## config.mk

```make
export PLATFORM = sky130hd
export DESIGN_NAME = column_selector
export DESIGN_NICKNAME = d
export VERILOG_FILES = /design/src/rtl/connect4_pkg.sv /design/src/rtl/button_conditioner.sv /design/src/rtl/column_selector.sv
export SDC_FILE = /design/constraint.sdc
export NUM_CORES = 1
export LEC_CHECK = 0
export CAP_MARGIN = 5
export CORE_MARGIN = 3
export CORE_UTILIZATION = 57
export DETAILED_ROUTE_END_ITERATION = 7
export PLACE_DENSITY_LB_ADDON = 0.2
export SYNTH_ARGS = -nofsm -noshare
export SYNTH_HDL_FRONTEND = slang
export SYNTH_SLANG_ARGS = --single-unit
```

## constraint.sdc

```tcl
create_clock -name clock -period 4.1 [get_ports clock]
set_input_delay 0.615 -clock clock [delete_from_list [all_inputs] [get_ports clock]]
set_output_delay 0.615 -clock clock [all_outputs]
set_load 0.05 [all_outputs]
```

## src/rtl/connect4_pkg.sv

```systemverilog
// Shared Connect-4 definitions: board width, column type and the drop handshake states.
package connect4_pkg;

  localparam int unsigned NUM_COLS_DEFAULT = 7;
  localparam int unsigned COL_W_DEFAULT    = $clog2(NUM_COLS_DEFAULT);

  typedef logic [COL_W_DEFAULT-1:0] col_t;

  typedef enum logic {
    DROP_IDLE,
    DROP_PEND
  } drop_state_e;

  // Counter width able to hold max_val, never narrower than one bit.
  function automatic int unsigned cnt_width(input int unsigned max_val);
    return (max_val < 2) ? 1 : $clog2(max_val + 1);
  endfunction

endpackage

```

## src/rtl/button_conditioner.sv

```systemverilog
// One raw button: 2-flop synchroniser, debounce counter, rising-edge event and
// optional auto-repeat. REPEAT_DELAY = 0 disables repeat.
module button_conditioner
  import connect4_pkg::*;
#(
  parameter int unsigned DEBOUNCE_CYCLES = 250000,
  parameter int unsigned REPEAT_DELAY    = 0,
  parameter int unsigned REPEAT_PERIOD   = 1
) (
  input  logic clock,
  input  logic rst,
  input  logic btn_raw,
  output logic press_evt
);

  localparam int unsigned DB_W   = cnt_width(DEBOUNCE_CYCLES - 1);
  localparam int unsigned RP_MAX = (REPEAT_DELAY > REPEAT_PERIOD) ? REPEAT_DELAY : REPEAT_PERIOD;
  localparam int unsigned RP_W   = cnt_width(RP_MAX);
  localparam logic [DB_W-1:0] DB_LAST     = DB_W'(DEBOUNCE_CYCLES - 1);
  localparam logic [RP_W-1:0] DELAY_LAST  = RP_W'((REPEAT_DELAY == 0) ? 0 : REPEAT_DELAY - 1);
  localparam logic [RP_W-1:0] PERIOD_LAST = RP_W'(REPEAT_PERIOD - 1);

  logic [1:0]      sync_q, sync_d;
  logic            deb_q, deb_d;
  logic [DB_W-1:0] cnt_q, cnt_d;
  logic [RP_W-1:0] rep_q, rep_d;
  logic            first_q, first_d;
  logic            evt_q, evt_d;
  logic            rep_fire;

  always_comb begin
    sync_d   = {sync_q[0], btn_raw};
    deb_d    = deb_q;
    cnt_d    = '0;
    rep_d    = '0;
    first_d  = 1'b1;
    rep_fire = 1'b0;

    // Counting only while the synchronised level differs from the accepted
    // one; a return to the accepted level zeroes the count, i.e. restarts it.
    if (sync_q[1] != deb_q) begin
      if (cnt_q == DB_LAST) deb_d = sync_q[1];
      else                  cnt_d = cnt_q + DB_W'(1);
    end

    if (REPEAT_DELAY != 0 && deb_q && deb_d) begin
      first_d = first_q;
      rep_d   = rep_q + RP_W'(1);
      if (rep_q == (first_q ? DELAY_LAST : PERIOD_LAST)) begin
        rep_fire = 1'b1;
        rep_d    = '0;
        first_d  = 1'b0;
      end
    end

    evt_d = (deb_d && !deb_q) || rep_fire;
  end

  always_ff @(posedge clock or posedge rst) begin
    if (rst) begin
      sync_q  <= '0;
      deb_q   <= 1'b0;
      cnt_q   <= '0;
      rep_q   <= '0;
      first_q <= 1'b1;
      evt_q   <= 1'b0;
    end else begin
      sync_q  <= sync_d;
      deb_q   <= deb_d;
      cnt_q   <= cnt_d;
      rep_q   <= rep_d;
      first_q <= first_d;
      evt_q   <= evt_d;
    end
  end

  assign press_evt = evt_q;

endmodule

```

## src/rtl/column_selector.sv

```systemverilog
// Connect-4 column cursor: conditioned left/right/drop buttons move a cursor over
// non-full columns and issue drop requests on a valid/ready handshake.
module column_selector
  import connect4_pkg::*;
#(
  parameter int unsigned NUM_COLS        = NUM_COLS_DEFAULT,
  parameter int unsigned START_COL       = 3,
  parameter int unsigned WRAP            = 0,
  parameter int unsigned DEBOUNCE_CYCLES = 250000,
  parameter int unsigned REPEAT_DELAY    = 25000000,
  parameter int unsigned REPEAT_PERIOD   = 10000000,
  localparam int unsigned COL_W          = $clog2(NUM_COLS)
) (
  input  logic                clock,
  input  logic                rst,
  input  logic                RBTN,
  input  logic                LBTN,
  input  logic                DBTN,
  input  logic                enable,
  input  logic [NUM_COLS-1:0] col_full,
  output logic [COL_W-1:0]    columnPosition,
  output logic                drop_valid,
  output logic [COL_W-1:0]    drop_col,
  input  logic                drop_ready
);

  logic r_evt, l_evt, d_evt;

  button_conditioner #(
    .DEBOUNCE_CYCLES(DEBOUNCE_CYCLES),
    .REPEAT_DELAY   (REPEAT_DELAY),
    .REPEAT_PERIOD  (REPEAT_PERIOD)
  ) u_rbtn (.clock(clock), .rst(rst), .btn_raw(RBTN), .press_evt(r_evt));

  button_conditioner #(
    .DEBOUNCE_CYCLES(DEBOUNCE_CYCLES),
    .REPEAT_DELAY   (REPEAT_DELAY),
    .REPEAT_PERIOD  (REPEAT_PERIOD)
  ) u_lbtn (.clock(clock), .rst(rst), .btn_raw(LBTN), .press_evt(l_evt));

  button_conditioner #(
    .DEBOUNCE_CYCLES(DEBOUNCE_CYCLES),
    .REPEAT_DELAY   (0),
    .REPEAT_PERIOD  (1)
  ) u_dbtn (.clock(clock), .rst(rst), .btn_raw(DBTN), .press_evt(d_evt));

  drop_state_e      state_q, state_d;
  logic [COL_W-1:0] cursor_q, cursor_d;
  logic [COL_W-1:0] drop_col_q, drop_col_d;

  logic             r_found, l_found;
  logic [COL_W-1:0] r_tgt, l_tgt;
  int unsigned      cur_i, idx;
  logic             in_range;

  // Nearest free column in each direction; the first hit at the smallest
  // distance wins, wrapped positions only count when WRAP is set.
  always_comb begin
    r_found  = 1'b0;
    l_found  = 1'b0;
    r_tgt    = cursor_q;
    l_tgt    = cursor_q;
    cur_i    = 32'(cursor_q);
    idx      = '0;
    in_range = 1'b0;
    for (int unsigned i = 1; i < NUM_COLS; i++) begin
      idx      = cur_i + i;
      in_range = 1'b1;
      if (idx >= NUM_COLS) begin
        idx      = idx - NUM_COLS;
        in_range = (WRAP != 0);
      end
      if (in_range && !r_found && !col_full[COL_W'(idx)]) begin
        r_found = 1'b1;
        r_tgt   = COL_W'(idx);
      end

      idx      = cur_i + NUM_COLS - i;
      in_range = 1'b1;
      if (idx >= NUM_COLS) idx = idx - NUM_COLS;
      else                 in_range = (WRAP != 0);
      if (in_range && !l_found && !col_full[COL_W'(idx)]) begin
        l_found = 1'b1;
        l_tgt   = COL_W'(idx);
      end
    end
  end

  logic idle, move_r, move_l, move_ok;

  always_comb begin
    idle       = (state_q == DROP_IDLE);
    move_r     = r_evt && !l_evt && enable && idle;
    move_l     = l_evt && !r_evt && enable && idle;
    cursor_d   = cursor_q;
    move_ok    = 1'b0;
    state_d    = state_q;
    drop_col_d = drop_col_q;

    if (move_r && r_found) begin
      cursor_d = r_tgt;
      move_ok  = 1'b1;
    end else if (move_l && l_found) begin
      cursor_d = l_tgt;
      move_ok  = 1'b1;
    end

    case (state_q)
      DROP_IDLE: begin
        if (d_evt && enable && !col_full[cursor_q] && !move_ok) begin
          state_d    = DROP_PEND;
          drop_col_d = cursor_q;
        end
      end
      DROP_PEND: begin
        if (drop_ready) state_d = DROP_IDLE;
      end
      default: state_d = DROP_IDLE;
    endcase
  end

  always_ff @(posedge clock or posedge rst) begin
    if (rst) begin
      state_q    <= DROP_IDLE;
      cursor_q   <= COL_W'(START_COL);
      drop_col_q <= '0;
    end else begin
      state_q    <= state_d;
      cursor_q   <= cursor_d;
      drop_col_q <= drop_col_d;
    end
  end

  assign columnPosition = cursor_q;
  assign drop_valid     = (state_q == DROP_PEND);
  assign drop_col       = drop_col_q;

endmodule

```

==> flow_summary.yaml, run 1 <==
run_status:
  status: "completed"
critical_path:
  criticalPathCategory: "reg2reg"
  timing.critical_path.arrival_ns: 4.26
  reg2reg_setup_slack_ns: 0.14
  regToRegEndpoint: "drop_col[0]$_DFFE_PP0P_"
  critPathRequiredTime_ns: 4.40
  crit_path_start_kind: "flip-flop"
  endpoint_kind: "flip-flop"
  worst_r2r_path_depth: 14
  worstPathMaxFanout: 9
  timing.rr.start: "columnPosition[1]$_DFFE_PP1P_"
sta:
  worstMarginPinSlew_ns: 0.795
  setup_violations: 0
  final_period_minus_worst_setup_slack_ns: 3.96
  max_freq_ghz: 0.253
  skew_ns: 0.0114
  report.final.slew_viol_count: 0
  hold_viol: 0
  max-slew-margin-rel: 0.469
  fraction_of_the_cycle_the_final_worst_path_needs: 0.965
yosys:
  synth_enable_flop_cells: 0
  synth_ff_type: "sky130_fd_sc_hd__dfrtp_1"
  post-synth-top-area-cell: "sky130_fd_sc_hd__dfrtp_1"
  synth.net_count: 1006
  yosysTopAreaCellShare: 0.348
  synthesis.yosys.warnings: 0
  synth.distinct_cells: 101
  postSynthRegisterBits: 125
  area_of_the_mapped_netlist_mm2: 0.00870
  async_set_or_reset_register_ratio_after_synthesis: 1.00
  seq_area_frac_synth: 0.360
  synthTopCellsByArea: "sky130_fd_sc_hd__dfrtp_1, sky130_fd_sc_hd__nor2_1, sky130_fd_sc_hd__xor2_1, sky130_fd_sc_hd__xnor2_1, sky130_fd_sc_hd__ha_1"
  syn-instance-count: 966
  syn_avg_cell_area_um2: 9.01
cells_and_area:
  multi_input_area_mm2: 0.00526
  sequential_cell_area_mm2: 0.00314
  nFillCells: 1172
  finalNetCount: 1045
  finish.cell_count_without_fillers: 1202
  diodes: 0
  fraction_of_final_layout_cells_with_drive_strength_greater_than_1: 0.129
  area_overhead_vs_synth_pct: 13.4
worst_hold_path:
  min_path_cells: 0
  hold_removal_path_class: "reg2reg"
  end_point_of_the_most_critical_hold_path: "u_rbtn.sync_q[1]$_DFF_PP0_"
  min_from: "u_rbtn.sync_q[0]$_DFF_PP0_"
power_and_ir_drop:
  p_total_mw: 2.90
  power_leakage_nw: 4.07
  vdd_drop_max_uv: 273
  power_density_mw_per_mm2: 294
route:
  wl_per_cell_um: 17.0
  detail-route-antenna-nets: 0
  num_vias: 7348
  drt-pass1-iter-count: 5
  detail_route.wirelength_um: 20500
  first_iter_violations: 587
  detail_route.drc_violations: 0
  drt-vias-per-instance: 6.11
clock_tree:
  cts_num_sinks: 125
  clk_root_buffer_cell: "sky130_fd_sc_hd__clkbuf_16"
  clk_latency_ns: 0.42
  cts_clock_pin_slew_for_the_worst_setup_and_hold_paths_ns: 0.06
  cts_max_level: 4
  numCtsBuffers: 17
  cts_max_path_buffers: 2
  tritoncts_clock_tree: "done"
global_routing:
  combined_global_route_utilization_of_all_metal_layers: 0.254
  grt_first_pass_wirelength_um: 34200
  first_global_vias: 6869
  gr-total-overflow: 0
  initial_antenna_violation_count: 0
  grt_max_degree: 57
placed_design:
  detailedPlacementHpwl_um: 14300
  numPlacedInstances: 1162
  finalWeightedCongestion: 0.952
  io_buffers: 20
floorplanning:
  floorplan.initialDensity: 0.590
  num_io_pins: 21
  floorplan.die.width_um: 130
  fp.coreArea_mm2: 0.0148
  placementRows: 44
  design.die.area_mm2: 0.0168
  die-height_um: 130
job:
  timing.max_cap.violations: 0
[sequential cells by signal (all words and copies together), names as in the netlist, 3 cells and up]
name / cells
u_dbtn.cnt_q: 18
u_rbtn.rep_q: 25
u_rbtn.cnt_q: 18
columnPosition: 3
u_lbtn.cnt_q: 18
u_lbtn.rep_q: 25
drop_col: 3
[layout by cell type, fill, tap and decap left out, drive strengths merged, types with 7 or more instances in the layout]
cell type	n
nor2	153
or3	9
nor2b	13
nor3	20
nand2b	16
a211oi	11
clkbuf	22
o21ai	28
xnor2	49
dfrtp	121
and3	28
xor2	50
nand3	61
nand4	16
nand2	72
mux2i	17
o211ai	8
nor4b	9
clkdlybuf4s50	20
nand3b	7
buf	41
ha	25
inv	30
mux2	10
a21oi	29
[where the power goes]
part | total [mW] | internal (mW) | leakage [nW] | switching, mW
combinational | 0.134 | 0.0487 | 2.08 | 0.0853
clock | 1.52 | 0.986 | 0.286 | 0.531
sequential | 1.25 | 1.25 | 1.71 | 0.00788
[final cells by class]
cell class	instances	area share
inverters	32	0.0129
multi-input cells	768	0.533
clock inverters	10	0.0142
flip-flops and latches	125	0.318
repair buffers	61	0.0515
well taps	184	0.0233
clock buffers	22	0.0470
[worst max-delay path, stage by stage (launching register included)]
cell                        delay (ns)
sky130_fd_sc_hd__dfstp_2          0.52
sky130_fd_sc_hd__inv_1            0.18
sky130_fd_sc_hd__ha_4             0.25
sky130_fd_sc_hd__xnor2_4          0.16
sky130_fd_sc_hd__inv_2            0.17
sky130_fd_sc_hd__ha_1             0.29
sky130_fd_sc_hd__inv_1            0.12
sky130_fd_sc_hd__a31o_4           0.28
sky130_fd_sc_hd__a2111oi_4        0.36
sky130_fd_sc_hd__a41oi_2          0.09
sky130_fd_sc_hd__a211o_1          0.35
sky130_fd_sc_hd__o311ai_4         0.29
sky130_fd_sc_hd__nor2b_4          0.27
sky130_fd_sc_hd__nand4b_4         0.16
sky130_fd_sc_hd__mux2_4           0.33
[synthesized netlist by cell type, drive strengths merged, types with 7 or more instances]
| cell type | n |
|---|---|
| a211oi | 11 |
| a21oi | 29 |
| and3 | 28 |
| buf | 18 |
| clkbuf | 23 |
| dfrtp | 121 |
| ha | 25 |
| inv | 31 |
| mux2 | 10 |
| mux2i | 17 |
| nand2 | 72 |
| nand2b | 16 |
| nand3 | 61 |
| nand3b | 7 |
| nand4 | 16 |
| nor2 | 153 |
| nor2b | 13 |
| nor3 | 20 |
| nor4b | 9 |
| o211ai | 8 |
| o21ai | 28 |
| or3 | 9 |
| xnor2 | 49 |
| xor2 | 50 |
[per-layer routing]
layer	vias up	GRT usage	routed length, µm
met5	-	0	0
met4	0	0.101	575
met3	56	0.0412	1100
met2	270	0.389	9410
met1	3503	0.362	9400
li1	3519	-	-
[through the flow]
step	TNS [ns]	util	cell area [µm²]	hold slack, ns	setup WS, ns
finish	0	0.669	9870	0.347	0.141
global route	-0.0253	0.669	9870	0.365	-0.0108
CTS	0	0.664	9790	0.348	0.0656
detailed placement	0	0.623	9190	0.335	0.0754
global placement	0	0.623	9190	0.335	0.171
floorplan	-0.450	-	8790	0.331	-0.150
[worst max path at each step]
| stage | depth (start not counted) | start | slack, ns | end |
|---|---|---|---|---|
| detailed placement | 13 | columnPosition[1]$_DFFE_PP1P_ | 0.08 | drop_col[0]$_DFFE_PP0P_ |
| CTS | 13 | columnPosition[1]$_DFFE_PP1P_ | 0.07 | drop_col[0]$_DFFE_PP0P_ |
| finish | 14 | columnPosition[1]$_DFFE_PP1P_ | 0.14 | drop_col[0]$_DFFE_PP0P_ |
| global route | 14 | columnPosition[1]$_DFFE_PP1P_ | -0.01 | drop_col[1]$_DFFE_PP0P_ |
| floorplan | 17 | columnPosition[0]$_DFFE_PP1P_ | -0.15 | drop_col[0]$_DFFE_PP0P_ |
| global placement | 13 | columnPosition[1]$_DFFE_PP1P_ | 0.17 | drop_col[1]$_DFFE_PP0P_ |
[logic make-up after synthesis]
logic type	after synthesis	share of synthesized area
buffers and inverters	73	0.0430
DFF	125	0.360
and+or+nand+nor	454	0.270
AOI/OAI and AO/OA	157	0.139
muxes	32	0.0467
adders and majority gates	26	0.0383
xor gates and xnor gates	99	0.103
[timing repair]
item | in CTS | in global routing
resized for setup | 0 | 6
endpoints found under the setup margin | 0 | 6
buffers inserted | 0 | 8
hold buffers | 0 | 0
No activity file was read; power rests on OpenSTA's default activity.
==> inputs of run 2 (changes only) <==
SKIP_CTS_REPAIR_TIMING = 1   (was unset)
SLEW_MARGIN = 20   (was unset)
==> results of run 2 <==
Final layout, timing and power as in run 1 (identical DEF).
